==> config.mk <==
export PLATFORM = sky130hd
export DESIGN_NAME = fifo_uart_tx
export DESIGN_NICKNAME = d
export VERILOG_FILES = /design/src/rtl/fifo_uart_tx.sv
export SDC_FILE = /design/constraint.sdc
export NUM_CORES = 1
export LEC_CHECK = 0
export CORE_AREA = 2 2 57 59
export CTS_BUF_LIST = sky130_fd_sc_hd__clkbuf_8
export CTS_CLUSTER_DIAMETER = 50
export DETAILED_ROUTE_END_ITERATION = 8
export DIE_AREA = 0 0 59 61
export PLACE_DENSITY = 0.76
export SLEW_MARGIN = 0
export SYNTH_ARGS = -nofsm -noshare
export SYNTH_HDL_FRONTEND = slang
export SYNTH_SLANG_ARGS = --single-unit
==> constraint.sdc <==
create_clock -name clk_in -period 3.9 [get_ports clk_in]
set_input_delay 0.39 -clock clk_in [delete_from_list [all_inputs] [get_ports clk_in]]
set_output_delay 0.39 -clock clk_in [all_outputs]
set_load 0.005 [all_outputs]
==> src/rtl/fifo_uart_tx.sv <==
// -----------------------------------------------------------------------------
// fifo_uart_tx
//
// Pulls bytes from an upstream FIFO and transmits each one as an 8N1 serial
// frame: one start bit (low), eight data bits LSB first, one stop bit (high).
// The line idles high. Each serial bit lasts CLKS_PER_BIT clock cycles.
//
// Flow per byte:
//   IDLE  : when enable_in=1 and the FIFO is not empty, pulse rd_en_out for
//           this cycle and move to WAIT.
//   WAIT  : wait up to 4 cycles for data_valid_in. On valid, capture data_in
//           and start the frame; if it never arrives, give up and go to IDLE.
//   START : line low for one bit time.
//   DATA  : eight data bits, LSB first.
//   STOP  : line high for one bit time; byte_done_out pulses on its last cycle.
//
// Parameters
//   CLKS_PER_BIT  clock cycles per serial bit (legal range >= 2)
//   DEPTH         upstream FIFO depth; occupancy is $clog2(DEPTH)+1 bits wide
//
// Ports
//   clk_in         in   system clock, rising edge
//   rst_in         in   asynchronous, active-high reset
//   enable_in      in   permits new FIFO reads when high
//   occupancy_in   in   upstream FIFO occupancy
//   data_in        in   upstream FIFO read data
//   data_valid_in  in   upstream FIFO read-data valid strobe
//   rd_en_out      out  FIFO pop request, single-cycle pulse
//   tx_out         out  registered serial line, idle high
//   busy_out       out  high whenever the FSM is not in IDLE
//   byte_done_out  out  one-cycle pulse on the final cycle of a stop bit
// -----------------------------------------------------------------------------
module fifo_uart_tx #(
  parameter int CLKS_PER_BIT = 868,
  parameter int DEPTH        = 8
) (
  input  logic                   clk_in,
  input  logic                   rst_in,
  input  logic                   enable_in,
  input  logic [$clog2(DEPTH):0] occupancy_in,
  input  logic [7:0]             data_in,
  input  logic                   data_valid_in,
  output logic                   rd_en_out,
  output logic                   tx_out,
  output logic                   busy_out,
  output logic                   byte_done_out
);

  localparam int                BAUD_W    = $clog2(CLKS_PER_BIT);
  localparam logic [BAUD_W-1:0] BAUD_LAST = BAUD_W'(CLKS_PER_BIT - 1);
  localparam logic [BAUD_W-1:0] BAUD_ONE  = BAUD_W'(1);
  // WAIT gives up after its fourth cycle without a valid strobe.
  localparam logic [1:0]        WAIT_LAST = 2'd3;

  typedef enum logic [2:0] {
    ST_IDLE  = 3'd0,
    ST_WAIT  = 3'd1,
    ST_START = 3'd2,
    ST_DATA  = 3'd3,
    ST_STOP  = 3'd4
  } state_t;

  state_t              state_q, state_d;
  logic [BAUD_W-1:0]   baud_q,  baud_d;
  logic [2:0]          bit_q,   bit_d;
  logic [1:0]          wait_q,  wait_d;
  logic [7:0]          shift_q, shift_d;
  logic                tx_q,    tx_d;

  logic                rd_req;
  logic                baud_last;

  assign baud_last = (baud_q == BAUD_LAST);

  // A read is requested only from IDLE with data available. The rst_in term
  // keeps the pop strobe low while reset is held, without waiting for an edge.
  assign rd_req = (state_q == ST_IDLE) && enable_in &&
                  (occupancy_in != '0) && !rst_in;

  // ---------------------------------------------------------------------------
  // State register
  // ---------------------------------------------------------------------------
  // NOTE: sequential state uses non-blocking (<=) so every flop samples the
  // pre-edge values; blocking here would create order-dependent simulation.
  // NOTE: the shift register is a handful of flops, not a memory array, so it
  // is reset along with the rest; a byte interrupted by reset is dropped.
  always_ff @(posedge clk_in or posedge rst_in) begin
    if (rst_in) begin
      state_q <= ST_IDLE;
      baud_q  <= '0;
      bit_q   <= '0;
      wait_q  <= '0;
      shift_q <= '0;
      tx_q    <= 1'b1;
    end else begin
      state_q <= state_d;
      baud_q  <= baud_d;
      bit_q   <= bit_d;
      wait_q  <= wait_d;
      shift_q <= shift_d;
      tx_q    <= tx_d;
    end
  end

  // ---------------------------------------------------------------------------
  // Next-state logic
  //
  // tx_d is the line level for the *next* cycle, so tx_out comes straight off
  // a flop and lines up exactly with the state it belongs to.
  // ---------------------------------------------------------------------------
  always_comb begin
    // NOTE: every signal gets a default before the case so that no path
    // leaves one unassigned, which would otherwise infer a latch.
    state_d = state_q;
    baud_d  = baud_q;
    bit_d   = bit_q;
    wait_d  = wait_q;
    shift_d = shift_q;
    tx_d    = tx_q;

    unique case (state_q)
      ST_IDLE: begin
        baud_d = '0;
        bit_d  = '0;
        wait_d = '0;
        tx_d   = 1'b1;
        if (rd_req) begin
          state_d = ST_WAIT;
        end
      end

      ST_WAIT: begin
        tx_d = 1'b1;
        if (data_valid_in) begin
          shift_d = data_in;
          wait_d  = '0;
          baud_d  = '0;
          state_d = ST_START;
          tx_d    = 1'b0;
        end else if (wait_q == WAIT_LAST) begin
          wait_d  = '0;
          state_d = ST_IDLE;
        end else begin
          wait_d = wait_q + 2'd1;
        end
      end

      ST_START: begin
        tx_d = 1'b0;
        if (baud_last) begin
          baud_d  = '0;
          bit_d   = '0;
          state_d = ST_DATA;
          tx_d    = shift_q[0];
        end else begin
          baud_d = baud_q + BAUD_ONE;
        end
      end

      ST_DATA: begin
        if (baud_last) begin
          baud_d = '0;
          if (bit_q == 3'd7) begin
            state_d = ST_STOP;
            tx_d    = 1'b1;
          end else begin
            bit_d   = bit_q + 3'd1;
            // Shift right so the next bit to send is always at index 0.
            shift_d = {1'b0, shift_q[7:1]};
            tx_d    = shift_q[1];
          end
        end else begin
          baud_d = baud_q + BAUD_ONE;
        end
      end

      ST_STOP: begin
        tx_d = 1'b1;
        if (baud_last) begin
          baud_d  = '0;
          state_d = ST_IDLE;
        end else begin
          baud_d = baud_q + BAUD_ONE;
        end
      end

      default: begin
        state_d = ST_IDLE;
        baud_d  = '0;
        bit_d   = '0;
        wait_d  = '0;
        tx_d    = 1'b1;
      end
    endcase
  end

  // ---------------------------------------------------------------------------
  // Outputs
  // ---------------------------------------------------------------------------
  assign rd_en_out     = rd_req;
  assign tx_out        = tx_q;
  assign busy_out      = (state_q != ST_IDLE);
  assign byte_done_out = (state_q == ST_STOP) && baud_last;

endmodule

; Yosys cells after proc, flatten, opt, wreduce, memory -nomap -nowiden
; Index checks and enable logic that the tools add are counted.
[op_classes]
n_addsub = 3
multipliers = 0
div = 0
n_lt_le_gt_ge = 0
n_eq_ne = 15
shifts = 0
n_mux = 26
n_bitwise = 1
n_reduce_logical = 14
[op_table]
columns = operator, count
row1 = 2-to-1 mux 3 bit, 9
row2 = 2-to-1 mux 8 bit, 3
row3 = 2-to-1 mux 10 bit, 2
row4 = one-hot mux 10 bit (2 select lines), 1
row5 = one-hot mux 8 bit (2 select lines), 1
row6 = one-hot mux 3 bit (5 select lines), 1
row7 = inequality test 2 bit (second input constant), 7
row8 = adder 10 x 1 -> 10 bit (second input constant), 1
row9 = == test 10 bit (second input constant), 1
row10 = one-hot mux 3 bit (3 select lines), 1
row11 = AND reduction 4 bit, 2
row12 = == test 3 x 2 -> 1 bit (second input constant), 2
row13 = == test 3 bit (second input constant), 2
row14 = AND reduction 6 bit, 1
row15 = logical AND 1 bit, 4
row16 = 2-to-1 mux 1 bit, 4
row17 = 2-to-1 mux 2 bit, 2
row18 = one-hot mux 2 bit (2 select lines), 1
row19 = nonzero test 4 bit, 1
row20 = adder 3 x 1 -> 3 bit (second input constant), 1
row21 = == test 3 x 1 -> 1 bit (second input constant), 1
row22 = logical NOT 3 bit, 1
row23 = inequality test 3 bit (second input constant), 1
row24 = one-hot mux 1 bit (3 select lines), 1
row25 = 8 further kinds, 8
[totals]
register_bits = 27
latchBits = 0
ram_bits = 0
mem_bits_ro = 0
inputBits = 16
memories = 0

; Depth between registers and ports, before layout
[depth]
depth_word = 6
mapped_depth = 6
ltp_nobuf = 6

; Least setup slack after synthesis
; No wires, ideal clock.
[synth_timing]
path_kind = register -> output
start = reg baud_q[0]
end = out byte_done_out
arrival_time_ns = 1.503
slack_ns = 2.007
stages_incl_launch_ff = 5
cell_sequence = dfrtp_1 ha_1 nand4b_1 or3_4 nor2_1
[synth_via]
elab_chain_len = 2
[synth_lines]
columns = element, line
row1 = "start, declared", 64  ; logic [BAUD_W-1:0] baud_q, baud_d;
row2 = "start signal, assigned", 97  ; baud_q <= baud_d;
row3 = == test 10 bit, 73  ; assign baud_last = (baud_q == BAUD_LAST);
row4 = logical AND 1 bit, 203  ; assign byte_done_out = (state_q == ST_STOP) && baud_last;
row5 = "end, declared", 46  ; output logic byte_done_out
; Every way passes these cells.

; Worst setup path after layout
; Ends and elaborated chain as after synthesis.

==> metrics <==
I/O pins=20; Post-Syn Instances=140; critical path endpoint category=primary output; largest net degree at the start of global routing=28; Hold WC Path Type=flop to flop; M3 GR Usage=2.56%; Total GRT Usage=17.7%; total nets after synthesis=160; CP peak stage delay=0.51 ns; Yosys cell types=42; setup tns final=0 ns; Slowest-stage cell, CP=clkdlybuf4s50_1; Worst-Margin Slew=1.03 ns; Final Critical Period=2.83 ns; xor/xnor cell area share of the yosys netlist=3.97%; post-synthesis simple-gate area fraction=23.3%; WL/cell=15.3 µm; Remaining DRCs=0; initial antenna violation count=0; f_max=353 MHz; DRT Pass-1 Iters=4; Max rail drop VDD=0.169 mV; Post-CTS Hold Fix Bufs=0; Area Growth Syn to Fin=16.3%; met1 Use GR=24.6%; vias in the first global route=1066; starting density of the core=52.3%; Relative slew margins=31.5%; CP cell instances=ha_1 -> nand4b_1 -> or3_4 -> nor2_1 -> clkdlybuf4s50_1; hpwl dp=2.10 mm; Setup Skew=0.00162 ns; critical path peak fanout=7; Synth Area in Compound Gates=10.1%; #FFs+latches synth=27; H-tree depth=1; Worst-Skew Late Latency=0.27 ns; Clock transition at path regs=0.09 ns; IO Port Bufs=19; unrepaired setup endpoints after global routing=no; Via density=5.99; Crit path max-delay family=simple AND/OR/NAND/NOR gates; clock sinks=27; total clock buffers created by CTS=3; Post-DRT Antenna Nets=0; # nets final=180; Die ar.=0.00360 mm²; Rows=20; Die Y-Extent=61 µm; WL final=2.94 mm; yosys warns=0; fin crit share=72.6%; placed cell area=0.00175 mm²; Req. time, crit path=3.51 ns; total gr overflow=0; Post-Syn Area=0.00154 mm²; CTS tree=done; outcome=finished clean; core area=0.00295 mm²; CP bufs+invs=1; proportion of layout cells with a drive suffix above 1=20.8%; PD cells=259 mW/mm²; Avg Cell Area, Syn=11.0 µm²; Leak Pwr=0.000801 µW; initial drt markers=32; startpoint types=flop; Root Buffer Master=clkbuf_8; crit path kind=flop to primary output; RePlAce Congestion=0.855; post-CTS setup buffers=0; largest family of logic cells by synthesized area=simple AND/OR/NAND/NOR gates; first-pass GRT wire length=4.86 mm; Finished Cell Area=0.00180 mm²; Seq/Total Area, Yosys=43.8%; busiest layer in global routing=met2; Max Slew Vio Count=0; Resized cells post-CTS=0; die width=59 µm; post-synthesis mux area share=13.1%; final setup vio count=0; antenna diode count=0; Final Power=464 µW; Synth Area in Adders=3.24%; critical path arrival=2.44 ns; Max Cap Viol=0; pre-CTS setup slack=1.39 ns; met2 global-route usage=28.1%; Vias=1150; Final Util=60.8%; Fin. Hold Viols=0; Clock Path Buffers=2; worst setup margin=1.07 ns
==> cell usage after synthesis (all sizes together) <==
master / number / area (µm²)
nor4b: 2 / 32.5
ha: 4 / 50.1
xnor2: 5 / 43.8
or4b: 1 / 10.0
o311a: 1 / 10.0
nor2b: 2 / 15.0
a21oi: 3 / 26.3
nor4: 6 / 52.6
nand4: 5 / 31.3
dfrtp: 26 / 651
nand2: 15 / 56.3
or3: 6 / 47.5
o21ai: 7 / 38.8
and3: 3 / 18.8
nor3b: 1 / 7.51
a22oi: 1 / 7.51
xor2: 2 / 17.5
o211a: 1 / 10.0
a22o: 1 / 8.76
nand2b: 2 / 12.5
buf: 4 / 26.3
and2b: 1 / 7.51
a311oi: 1 / 8.76
inv: 3 / 11.3
dfstp: 1 / 26.3
o31ai: 1 / 7.51
nor3: 1 / 16.3
a221oi: 1 / 8.76
or3b: 1 / 8.76
o211ai: 1 / 7.51
o22ai: 2 / 12.5
nor2: 9 / 33.8
nand4b: 1 / 8.76
mux2: 18 / 203
a32o: 1 / 10.0
==> routing by layer <==
layer,wire [µm],up-vias
li1,-,555
met4,14,0
met2,1400,26
met3,106,2
met1,1420,567
met5,0,-
==> cell families (layout without fill, tap and decap cells) <==
kind of cell	count (synthesis)	after routing
and+or+nand+nor	56	56
adders and majority gates	4	4
AOI/OAI and AO/OA	21	21
muxes	18	18
DFF	27	27
xor gates and xnor gates	7	7
buffers and inverters	7	26
==> cell type report <==
class                      count  area, µm²
sequential                    27        677
inverter                       3       11.3
clock inverter                 1       5.00
timing repair buffer          19        190
fill                         265       1160
multi-input combinational    106        830
tap                           33       41.3
clock buffer                   3       41.3
==> worst paths after layout <==
check | slack [ns] | end | startpoint | depth (start not counted)
max in group asynchronous | 2.55 | shift_q[6] | rst_in | 2
max reg2reg | 1.80 | bit_q[0] | baud_q[0] | 5
max | 1.07 | byte_done_out | baud_q[0] | 5
min | 0.50 | wait_q[0] | wait_q[0] | 1
min in group asynchronous | 0.74 | state_q[0] | rst_in | 2
min reg2reg | 0.50 | wait_q[0] | wait_q[0] | 1
==> placed cells by master, fill, tap and decap left out, drive strengths merged <==
master,n
mux2,18
a311oi,1
and3,3
nor2b,2
nor3b,1
xnor2,5
or3,6
a22o,1
ha,4
clkinv,1
clkdlybuf4s50,19
nor2,9
dfrtp,26
nand4b,1
and2b,1
nand4,5
nor3,1
o211a,1
inv,3
or3b,1
nor4,6
a32o,1
o21ai,7
o31ai,1
o22ai,2
nor4b,2
dfstp,1
a22oi,1
o211ai,1
a21oi,3
clkbuf,3
xor2,2
o311a,1
or4b,1
a221oi,1
nand2,15
nand2b,2
==> stage by stage <==
step	hold WS (ns)	std cells
floorplan	0.442	140
global placement	0.481	188
detailed placement	0.492	188
CTS	0.508	192
global route	0.529	192
finish	0.499	192
==> registers in the layout, indices dropped and copies added, names as in the netlist <==
signal and flops:
bit_q 3, state_q 3, baud_q 10, shift_q 8, tx_out 1, wait_q 2
==> report_power, final <==
part	total [µW]	switching, µW	internal (µW)	leakage (µW)
sequential	280	0	280	0.000343
combinational	22.4	8.37	14.0	0.000432
clock	162	90.4	71.7	0.0000255
total	464	98.8	365	0.000801
Note: power is estimated with default switching activity, not from simulation.
